$ cat config.mk
export PLATFORM = sky130hd
export DESIGN_NAME = ascon_beat_serializer
export DESIGN_NICKNAME = d
export VERILOG_FILES = /design/src/rtl/ascon_beat_serializer.sv
export SDC_FILE = /design/constraint.sdc
export NUM_CORES = 1
export LEC_CHECK = 0
export ABC_AREA = 1
export BUFFER_PORTS_ARGS = -buffer_cell sky130_fd_sc_hd__buf_2
export CAP_MARGIN = 20
export CORE_MARGIN = 5
export CORE_UTILIZATION = 25
export DETAILED_ROUTE_END_ITERATION = 8
export GPL_TIMING_DRIVEN = 0
export PLACE_DENSITY = 0.56
export RECOVER_POWER = 50
export REMOVE_ABC_BUFFERS = 1
export SLEW_MARGIN = 30
export SYNTH_ARGS = -nofsm -noshare
export SYNTH_HDL_FRONTEND = slang
export SYNTH_SLANG_ARGS = --single-unit
$ cat constraint.sdc
create_clock -name clk -period 1.4 [get_ports clk]
set_clock_uncertainty 0.05 [all_clocks]
set_input_delay 0.14 -clock clk [delete_from_list [all_inputs] [get_ports clk]]
set_output_delay 0.14 -clock clk [all_outputs]
set_load 0.01 [all_outputs]
$ cat src/rtl/ascon_beat_serializer.sv
// ascon_beat_serializer: takes a counted run of words from the ASCON word FIFO
// and sends each word as DATA_WIDTH/BEAT_WIDTH beats, low beat first, on a
// valid/ready stream. It marks the final beat of the run and pulses done for one
// cycle when the run is complete.
module ascon_beat_serializer #(
    parameter int DATA_WIDTH = 64,
    parameter int BEAT_WIDTH = 32,
    parameter int LEN_WIDTH  = 8
) (
    input  logic                  clk,
    input  logic                  rst_n,
    input  logic                  flush_i,
    input  logic                  start_i,
    input  logic [LEN_WIDTH-1:0]  len_i,
    input  logic [DATA_WIDTH-1:0] fifo_data_i,
    input  logic                  fifo_empty_i,
    output logic                  fifo_pop_o,
    output logic [BEAT_WIDTH-1:0] beat_o,
    output logic                  beat_valid_o,
    input  logic                  beat_ready_i,
    output logic                  beat_last_o,
    output logic                  busy_o,
    output logic                  done_o,
    output logic [LEN_WIDTH-1:0]  words_sent_o
);

    localparam int BPW   = DATA_WIDTH / BEAT_WIDTH;
    localparam int IDX_W = (BPW > 1) ? $clog2(BPW) : 1;
    localparam logic [IDX_W-1:0]     IDX_LAST = IDX_W'(BPW - 1);
    localparam logic [IDX_W-1:0]     IDX_ZERO = {IDX_W{1'b0}};
    localparam logic [LEN_WIDTH-1:0] LEN_ZERO = {LEN_WIDTH{1'b0}};
    localparam logic [LEN_WIDTH-1:0] LEN_ONE  = LEN_WIDTH'(1);

    typedef enum logic [1:0] {
        ST_IDLE  = 2'd0,
        ST_FETCH = 2'd1,
        ST_SEND  = 2'd2,
        ST_DONE  = 2'd3
    } state_t;

    state_t                 state_r;
    state_t                 state_next_s;
    logic [DATA_WIDTH-1:0]  word_r;
    logic [LEN_WIDTH-1:0]   remaining_r;
    logic [IDX_W-1:0]       beat_idx_r;
    logic [LEN_WIDTH-1:0]   words_sent_r;

    logic                   pop_s;
    logic                   handshake_s;
    logic                   word_end_s;
    logic [BEAT_WIDTH-1:0]  beat_sel_s;
    logic [BEAT_WIDTH-1:0]  beat_lane_s [BPW];

    // Split the held word into its beat lanes for the output mux.
    for (genvar g = 0; g < BPW; g++) begin : g_lane
        assign beat_lane_s[g] = word_r[g*BEAT_WIDTH +: BEAT_WIDTH];
    end

    // Decode pop/handshake strobes and select the current beat.
    always_comb begin
        pop_s       = (state_r == ST_FETCH) && !fifo_empty_i && !flush_i;
        handshake_s = (state_r == ST_SEND) && beat_ready_i;
        word_end_s  = (beat_idx_r == IDX_LAST);
        beat_sel_s  = beat_lane_s[beat_idx_r];
    end

    // Next-state logic; flush overrides everything, including a pending start.
    always_comb begin
        state_next_s = state_r;
        if (flush_i) begin
            state_next_s = ST_IDLE;
        end else begin
            case (state_r)
                ST_IDLE: begin
                    if (start_i) begin
                        state_next_s = (len_i == LEN_ZERO) ? ST_DONE : ST_FETCH;
                    end else begin
                        state_next_s = ST_IDLE;
                    end
                end
                ST_FETCH: begin
                    if (!fifo_empty_i) begin
                        state_next_s = ST_SEND;
                    end else begin
                        state_next_s = ST_FETCH;
                    end
                end
                ST_SEND: begin
                    if (handshake_s && word_end_s) begin
                        state_next_s = (remaining_r == LEN_ONE) ? ST_DONE : ST_FETCH;
                    end else begin
                        state_next_s = ST_SEND;
                    end
                end
                ST_DONE: state_next_s = ST_IDLE;
                default: state_next_s = ST_IDLE;
            endcase
        end
    end

    // State register.
    always_ff @(posedge clk or negedge rst_n) begin
        if (!rst_n) begin
            state_r <= ST_IDLE;
        end else begin
            state_r <= state_next_s;
        end
    end

    // Word holding register and transfer counters.
    always_ff @(posedge clk or negedge rst_n) begin
        if (!rst_n) begin
            word_r       <= {DATA_WIDTH{1'b0}};
            remaining_r  <= LEN_ZERO;
            beat_idx_r   <= IDX_ZERO;
            words_sent_r <= LEN_ZERO;
        end else if (flush_i) begin
            word_r       <= {DATA_WIDTH{1'b0}};
            remaining_r  <= LEN_ZERO;
            beat_idx_r   <= IDX_ZERO;
            words_sent_r <= LEN_ZERO;
        end else begin
            case (state_r)
                ST_IDLE: begin
                    if (start_i) begin
                        remaining_r  <= len_i;
                        words_sent_r <= LEN_ZERO;
                    end
                end
                ST_FETCH: begin
                    if (pop_s) begin
                        word_r     <= fifo_data_i;
                        beat_idx_r <= IDX_ZERO;
                    end
                end
                ST_SEND: begin
                    if (handshake_s) begin
                        if (word_end_s) begin
                            words_sent_r <= words_sent_r + LEN_ONE;
                            remaining_r  <= remaining_r - LEN_ONE;
                        end else begin
                            beat_idx_r <= beat_idx_r + IDX_W'(1);
                        end
                    end
                end
                default: begin
                    remaining_r <= remaining_r;
                end
            endcase
        end
    end

    assign fifo_pop_o   = pop_s;
    assign beat_valid_o = (state_r == ST_SEND);
    assign beat_o       = beat_valid_o ? beat_sel_s : {BEAT_WIDTH{1'b0}};
    assign beat_last_o  = (state_r == ST_SEND) && (remaining_r == LEN_ONE) && word_end_s;
    assign busy_o       = (state_r != ST_IDLE);
    assign done_o       = (state_r == ST_DONE) && !flush_i;
    assign words_sent_o = words_sent_r;

endmodule

==> out/qor.yml, run 1 <==
violations: "setup timing"
cts_tree: "built"
core_region_area_um2: 16000
yosys.area.top_type: "dfrtp_1"
max_stage_delay_ns: 0.49
area_growth_syn_to_layout_pct: 85.4
ys_seq_area_share_pct: 50.6
synthTopCellsByCount: "nand2_1, dfrtp_1, o21ai_0"
synth_async_sr_flop_share_pct: 100
wire_per_inst_um: 17.9
ant_nets: 0
pwr-share-comb_pct: 27.5
clk_pin_slew_worst_paths_ns: 0.06
nNetsFinal: 854
power.density_nw_per_um2: 950
synth_cell_type_count: 27
routabilityCongestion: 0.745
status: "finished, violations left"
yosysWarnings: 0
drive_gt1_share_pct: 48.0
synth_top_cell_area_share_pct: 50.6
cts_sinks: 83
ir_worst_vdd_mv: 0.548
drc: 0
cp_top_family: "buffers and inverters"
wl_um: 17800
relSlewSlack_pct: 56.0
grt_pass1_vias: 4693
maxCapViolations: 0
start_util_pct: 25.7
cp.arrival_ns: 1.51
dieArea_um2: 19100
cts_buffers: 9
final.min_clock_period_ns: 1.70
p_leak_nw: 3.64
switching_share_pct: 31.1
period_share_pct: 121
seqPwrFrac_pct: 37.4
vias: 4576
hold_viol_final: 0
finalSetupViolCount: 115
power.switching_w: 0.00225
maxSlewViolCount: 0
fin_tns_setup_ns: -16.06
vias_per_cell: 4.61
synthFlopType: "dfrtp_1"
grt_max_degree: 46
p_int_w: 0.00498
syn_avg_cell_area_um2: 7.69
crit_chain: "inv_2, nand4_1, bufinv_8, buf_16, buf_6"
grt_pass1_wl_um: 26600
antenna_cells: 0
clock_power_share_pct: 35.1
syn_area_um2: 4110
setup.worst_path.class: "reg2out"
worstHoldPathType: "in2reg"
cts_buffer_depth: 2
die_w_um: 138
startpoint_type: "flip-flop"
worstPathRequired_ns: 1.21
row_count: 46
worstMarginPinSlew_ns: 0.660
grt.total_usage_pct: 17.7
setup_ws_ns: -0.295
cpMaxStageDelayCell: "dfrtp_2"
drtPass1Iterations: 5
grt.overflow.total: 0
htreeDepth: 3
synth.area.top_cells: "dfrtp_1, nand2_1, o21ai_0"
die_y_um: 138
place_ws_ns: -1.23
num_io_pins: 123
max_freq_ghz: 0.590
drtIter0Drc: 199
cp_max_fo: 4
crit_buf_inv: 4
ys_seq_elements: 83
port_buffers: 122
synthCells: 534
antenna_found_initial: 0
dpl.hpwl_um: 7650
yosys.cell_count.top_type: "nand2_1"
worst_setup_path_end_kind: "output pin"
synth_edf_count: 0
rsz0062_at_grt: "true"
insertion_delay_ns: 0.34
cts_root_buf: "clkbuf_16"
[layout by cell type (no fill, tap or decap), drive strengths merged]
| cell | instances |
|---|---|
| a21oi | 37 |
| a22oi | 1 |
| buf | 173 |
| bufinv | 3 |
| clkbuf | 14 |
| clkinv | 5 |
| dfrtp | 83 |
| dlygate4sd3 | 65 |
| ha | 3 |
| inv | 62 |
| nand2 | 161 |
| nand3 | 49 |
| nand3b | 1 |
| nand4 | 9 |
| nor2 | 26 |
| nor3 | 1 |
| nor4 | 1 |
| o211ai | 1 |
| o21ai | 80 |
| or2 | 1 |
| xor2 | 1 |
[cell families (layout without fill, tap and decap cells)]
kind of cell	after synthesis	after routing	share of synthesized area, %
flops	83	83	50.6
xor+xnor	1	1	0.213
simple gates	241	249	24.9
fa+ha+maj	3	3	0.914
compound gates	119	119	14.6
buf+inv	87	322	8.74
[path summary, 6_finish.rpt]
path                         startpoint               to  slack, ns  cells after the start
max                          state_r[1]       fifo_pop_o      -0.30                      5
min in group asynchronous         rst_n       word_r[48]       0.35                      2
min                        beat_ready_i       beat_idx_r       0.02                      3
max reg2reg                  state_r[0]  words_sent_o[7]      -0.20                     10
max in group asynchronous         rst_n       beat_idx_r       0.06                      3
min reg2reg                  word_r[56]       word_r[56]       0.45                      2
[sequential cells by signal (all words and copies together), names as in the netlist]
signal	cells
words_sent_o	8
remaining_r	8
beat_idx_r	1
state_r	2
word_r	64
[worst reg2reg max path, delay by kind of cell, from the launching register on]
kind,cells,cell delay (ns)
simple gates,5,0.52
flops,1,0.43
buf+inv,5,0.55
[routing by layer]
metal | vias to the layer above | wire length (um) | GRT usage [%]
met4 | 0 | 333 | 5.04
met5 | - | 0 | 0
met3 | 20 | 884 | 3.21
li1 | 2230 | - | -
met2 | 149 | 8680 | 30.2
met1 | 2177 | 7920 | 23.1
[power by group through the flow]
stage | clock, W | combinational (W) | sequential, W
6_report | 0.00254 | 0.00199 | 0.00270
2_1_floorplan | 0 | 0.000514 | 0.00268
3_3_place_gp | 0 | 0.000883 | 0.00270
5_1_grt | 0.00268 | 0.00216 | 0.00272
4_1_cts | 0.00260 | 0.00174 | 0.00267
3_5_place_dp | 0 | 0.000919 | 0.00270
[area by class of cell]
class                           instances  area (um^2)
Timing Repair Buffer                  242         2070
Timing Repair inverter                  7         83.8
Clock buffer                           10          229
Clock inverter                          5         78.8
Inverter                               58          259
Tap cell                              216          270
Fill cell                            1510         8380
Sequential cell                        83         2080
Multi-Input combinational cell        372         2540
[repair_timing]
item | CTS | global route
hold buffers | 65 | 0
pin swaps | 24 | 26
endpoints found under the hold margin | 106 | 0
cloned | 23 | 4
gates resized for setup | 186 | 148
endpoints found under the setup margin | 118 | 120
setup buffers | 51 | 10
[stage by stage]
| stage | utilization, % | total power (W) | cell area, um^2 | hold slack (ns) | std cells |
|---|---|---|---|---|---|
| after floorplan | - | 0.00319 | 3970 | -0.206 | 505 |
| after global placement | 30.3 | 0.00359 | 4850 | 0.295 | 843 |
| after detailed placement | 30.8 | 0.00361 | 4930 | 0.0428 | 846 |
| after CTS | 44.2 | 0.00701 | 7070 | 0.00162 | 987 |
| after global routing | 47.6 | 0.00756 | 7620 | 0.0165 | 993 |
| final | 47.6 | 0.00723 | 7620 | 0.0180 | 993 |
Power figures use the tool's default switching activity.
==> inputs of run 2 (changes only) <==
--- a/config.mk
+++ b/config.mk
@@ -10,6 +10,7 @@
 export CAP_MARGIN = 20
 export CORE_MARGIN = 5
 export CORE_UTILIZATION = 25
+export CTS_BUF_LIST = sky130_fd_sc_hd__clkbuf_8
 export DETAILED_ROUTE_END_ITERATION = 8
 export GPL_TIMING_DRIVEN = 0
 export PLACE_DENSITY = 0.56
==> run 2 against run 1 <==
Net effect:
- the run still ends with setup timing left
- critical path type unchanged
- via count fell by 0.22%
- critical path depth rose by 2
- fmax decreased by 4.0%
- die area is the same
- sequential cell count unchanged
- first-iteration DRC count decreased by 1.0%
- combinational power shrank 2%
- hold slack better by 0.019 ns
- critical endpoint is now beat_o[10]
==> out/qor.yml, run 2 (synthesis results as in run 1) <==
grt_pass1_vias: 4542
setup.worst_path.class: "reg2out"
ant_nets: 0
final.min_clock_period_ns: 1.77
vias: 4566
drive_gt1_share_pct: 44.7
relSlewSlack_pct: 52.3
cp_top_family: "buffers and inverters"
max_stage_delay_ns: 0.43
cts_tree: "built"
drtPass1Iterations: 4
whs_ns: 0.0368
maxSlewViolCount: 0
num_io_pins: 123
hold_viol_final: 0
cp_max_fo: 8
worst_setup_path_end_kind: "output pin"
core_region_area_um2: 16000
grt.total_usage_pct: 16.5
port_buffers: 122
crit_buf_inv: 4
regMostFlops: "word_r"
die_y_um: 138
startpoint_type: "flip-flop"
max_freq_ghz: 0.566
wl_um: 17500
start_util_pct: 25.7
cts_buffers: 9
drtIter0Drc: 197
worstMarginPinSlew_ns: 0.716
antenna_found_initial: 0
violations: "setup timing"
htreeDepth: 3
insertion_delay_ns: 0.36
final_common_cell: "buf_2"
vias_per_cell: 4.58
p_leak_nw: 3.61
layout_common_cells: "buf_2, nand2_1, dfrtp_1, dlygate4sd3_1, inv_1"
routabilityCongestion: 0.745
clk_pin_slew_worst_paths_ns: 0.08
cts_root_buf: "clkbuf_8"
cp.arrival_ns: 1.58
cpMaxStageDelayCell: "dfrtp_2"
antenna_cells: 0
rsz0062_at_grt: "true"
cts_sinks: 83
largest_reg_flops: 64
area_growth_syn_to_layout_pct: 80.1
setup_ws_ns: -0.367
fin_tns_setup_ns: -26.55
cts_buffer_depth: 2
dp.cells: 846
worstPathRequired_ns: 1.21
worstHoldPathType: "in2reg"
nNetsFinal: 858
maxCapViolations: 0
die_w_um: 138
wire_per_inst_um: 17.6
grt.overflow.total: 0
power.density_nw_per_um2: 881
period_share_pct: 126
dpl.hpwl_um: 7650
p_total_w: 0.00652
status: "finished, violations left"
row_count: 46
grt_pass1_wl_um: 25100
crit_chain: "inv_4, nand2_8, buf_6, inv_12, o21ai_2, a21oi_2, buf_2"
ir_worst_vdd_mv: 0.403
dieArea_um2: 19100
fill_cells: 1536
drc: 0
grt_max_degree: 51
finalSetupViolCount: 110
final_cells: 997
==> run 2: what timing repair did <==
action / in CTS / in global routing
hold buffers: 67 / 0
hold endpoints to repair: 108 / 0
setup endpoints to repair: 120 / 120
buffers inserted: 48 / 18
pin swaps: 10 / 9
gates resized for setup: 175 / 117
cloned: 15 / 9
==> run 2: worst reg2reg max path, stage by stage (launching register included) <==
cell and delay, ns:
dfrtp_2 0.43, buf_4 0.14, buf_6 0.11, nand4_1 0.08, bufinv_8 0.21, buf_6 0.12
buf_12 0.15, buf_12 0.14, buf_16 0.14, nand2_2 0.05, nand2_1 0.04
==> run 2: final timing paths <==
| path | from | cells after the start | endpoint | slack, ns |
|---|---|---|---|---|
| max in group asynchronous | rst_n | 3 | beat_idx_r | 0.12 |
| min | len_i[2] | 5 | remaining_r[2] | 0.04 |
| max reg2reg | state_r[0] | 10 | word_r[12] | -0.34 |
| max | state_r[0] | 7 | beat_o[10] | -0.37 |
| min in group asynchronous | rst_n | 2 | word_r[48] | 0.33 |
| min reg2reg | word_r[2] | 2 | word_r[2] | 0.46 |
==> run 2: per-stage QoR <==
step	worst slack (ns)	util, %	cell area [um^2]
floorplan	-0.704	-	3970
global placement	-1.82	30.3	4850
detailed placement	-1.23	30.8	4930
CTS	-0.354	42.7	6830
global route	-0.436	46.2	7400
finish	-0.367	46.2	7400
==> run 2: power breakdown <==
group / internal [W] / switching [W] / total [W]
clock: 0.000986 / 0.000900 / 0.00189
sequential: 0.00255 / 0.000122 / 0.00268
combinational: 0.000891 / 0.00106 / 0.00195
total: 0.00443 / 0.00208 / 0.00652
==> run 2: cell type report <==
cell class / count / area [um^2] / share of cell area (%)
repair inverters: 7 / 104 / 1.40
inverters: 58 / 259 / 3.50
repair buffers: 248 / 2190 / 29.6
flip-flops and latches: 83 / 2080 / 28.2
well taps: 216 / 270 / 3.65
multi-input cells: 370 / 2290 / 30.9
clock inverters: 6 / 82.6 / 1.12
clock buffers: 9 / 124 / 1.67
==> run 2: metal layers <==
metal	wire length [um]	vias to the layer above	GRT usage, %	part of all wire [%]
met5	0	-	0	0
met2	8660	144	27.7	49
met3	825	17	3.21	4.7
met4	225	0	4.63	1.3
li1	-	2240	-	-
met1	7800	2165	21.8	45
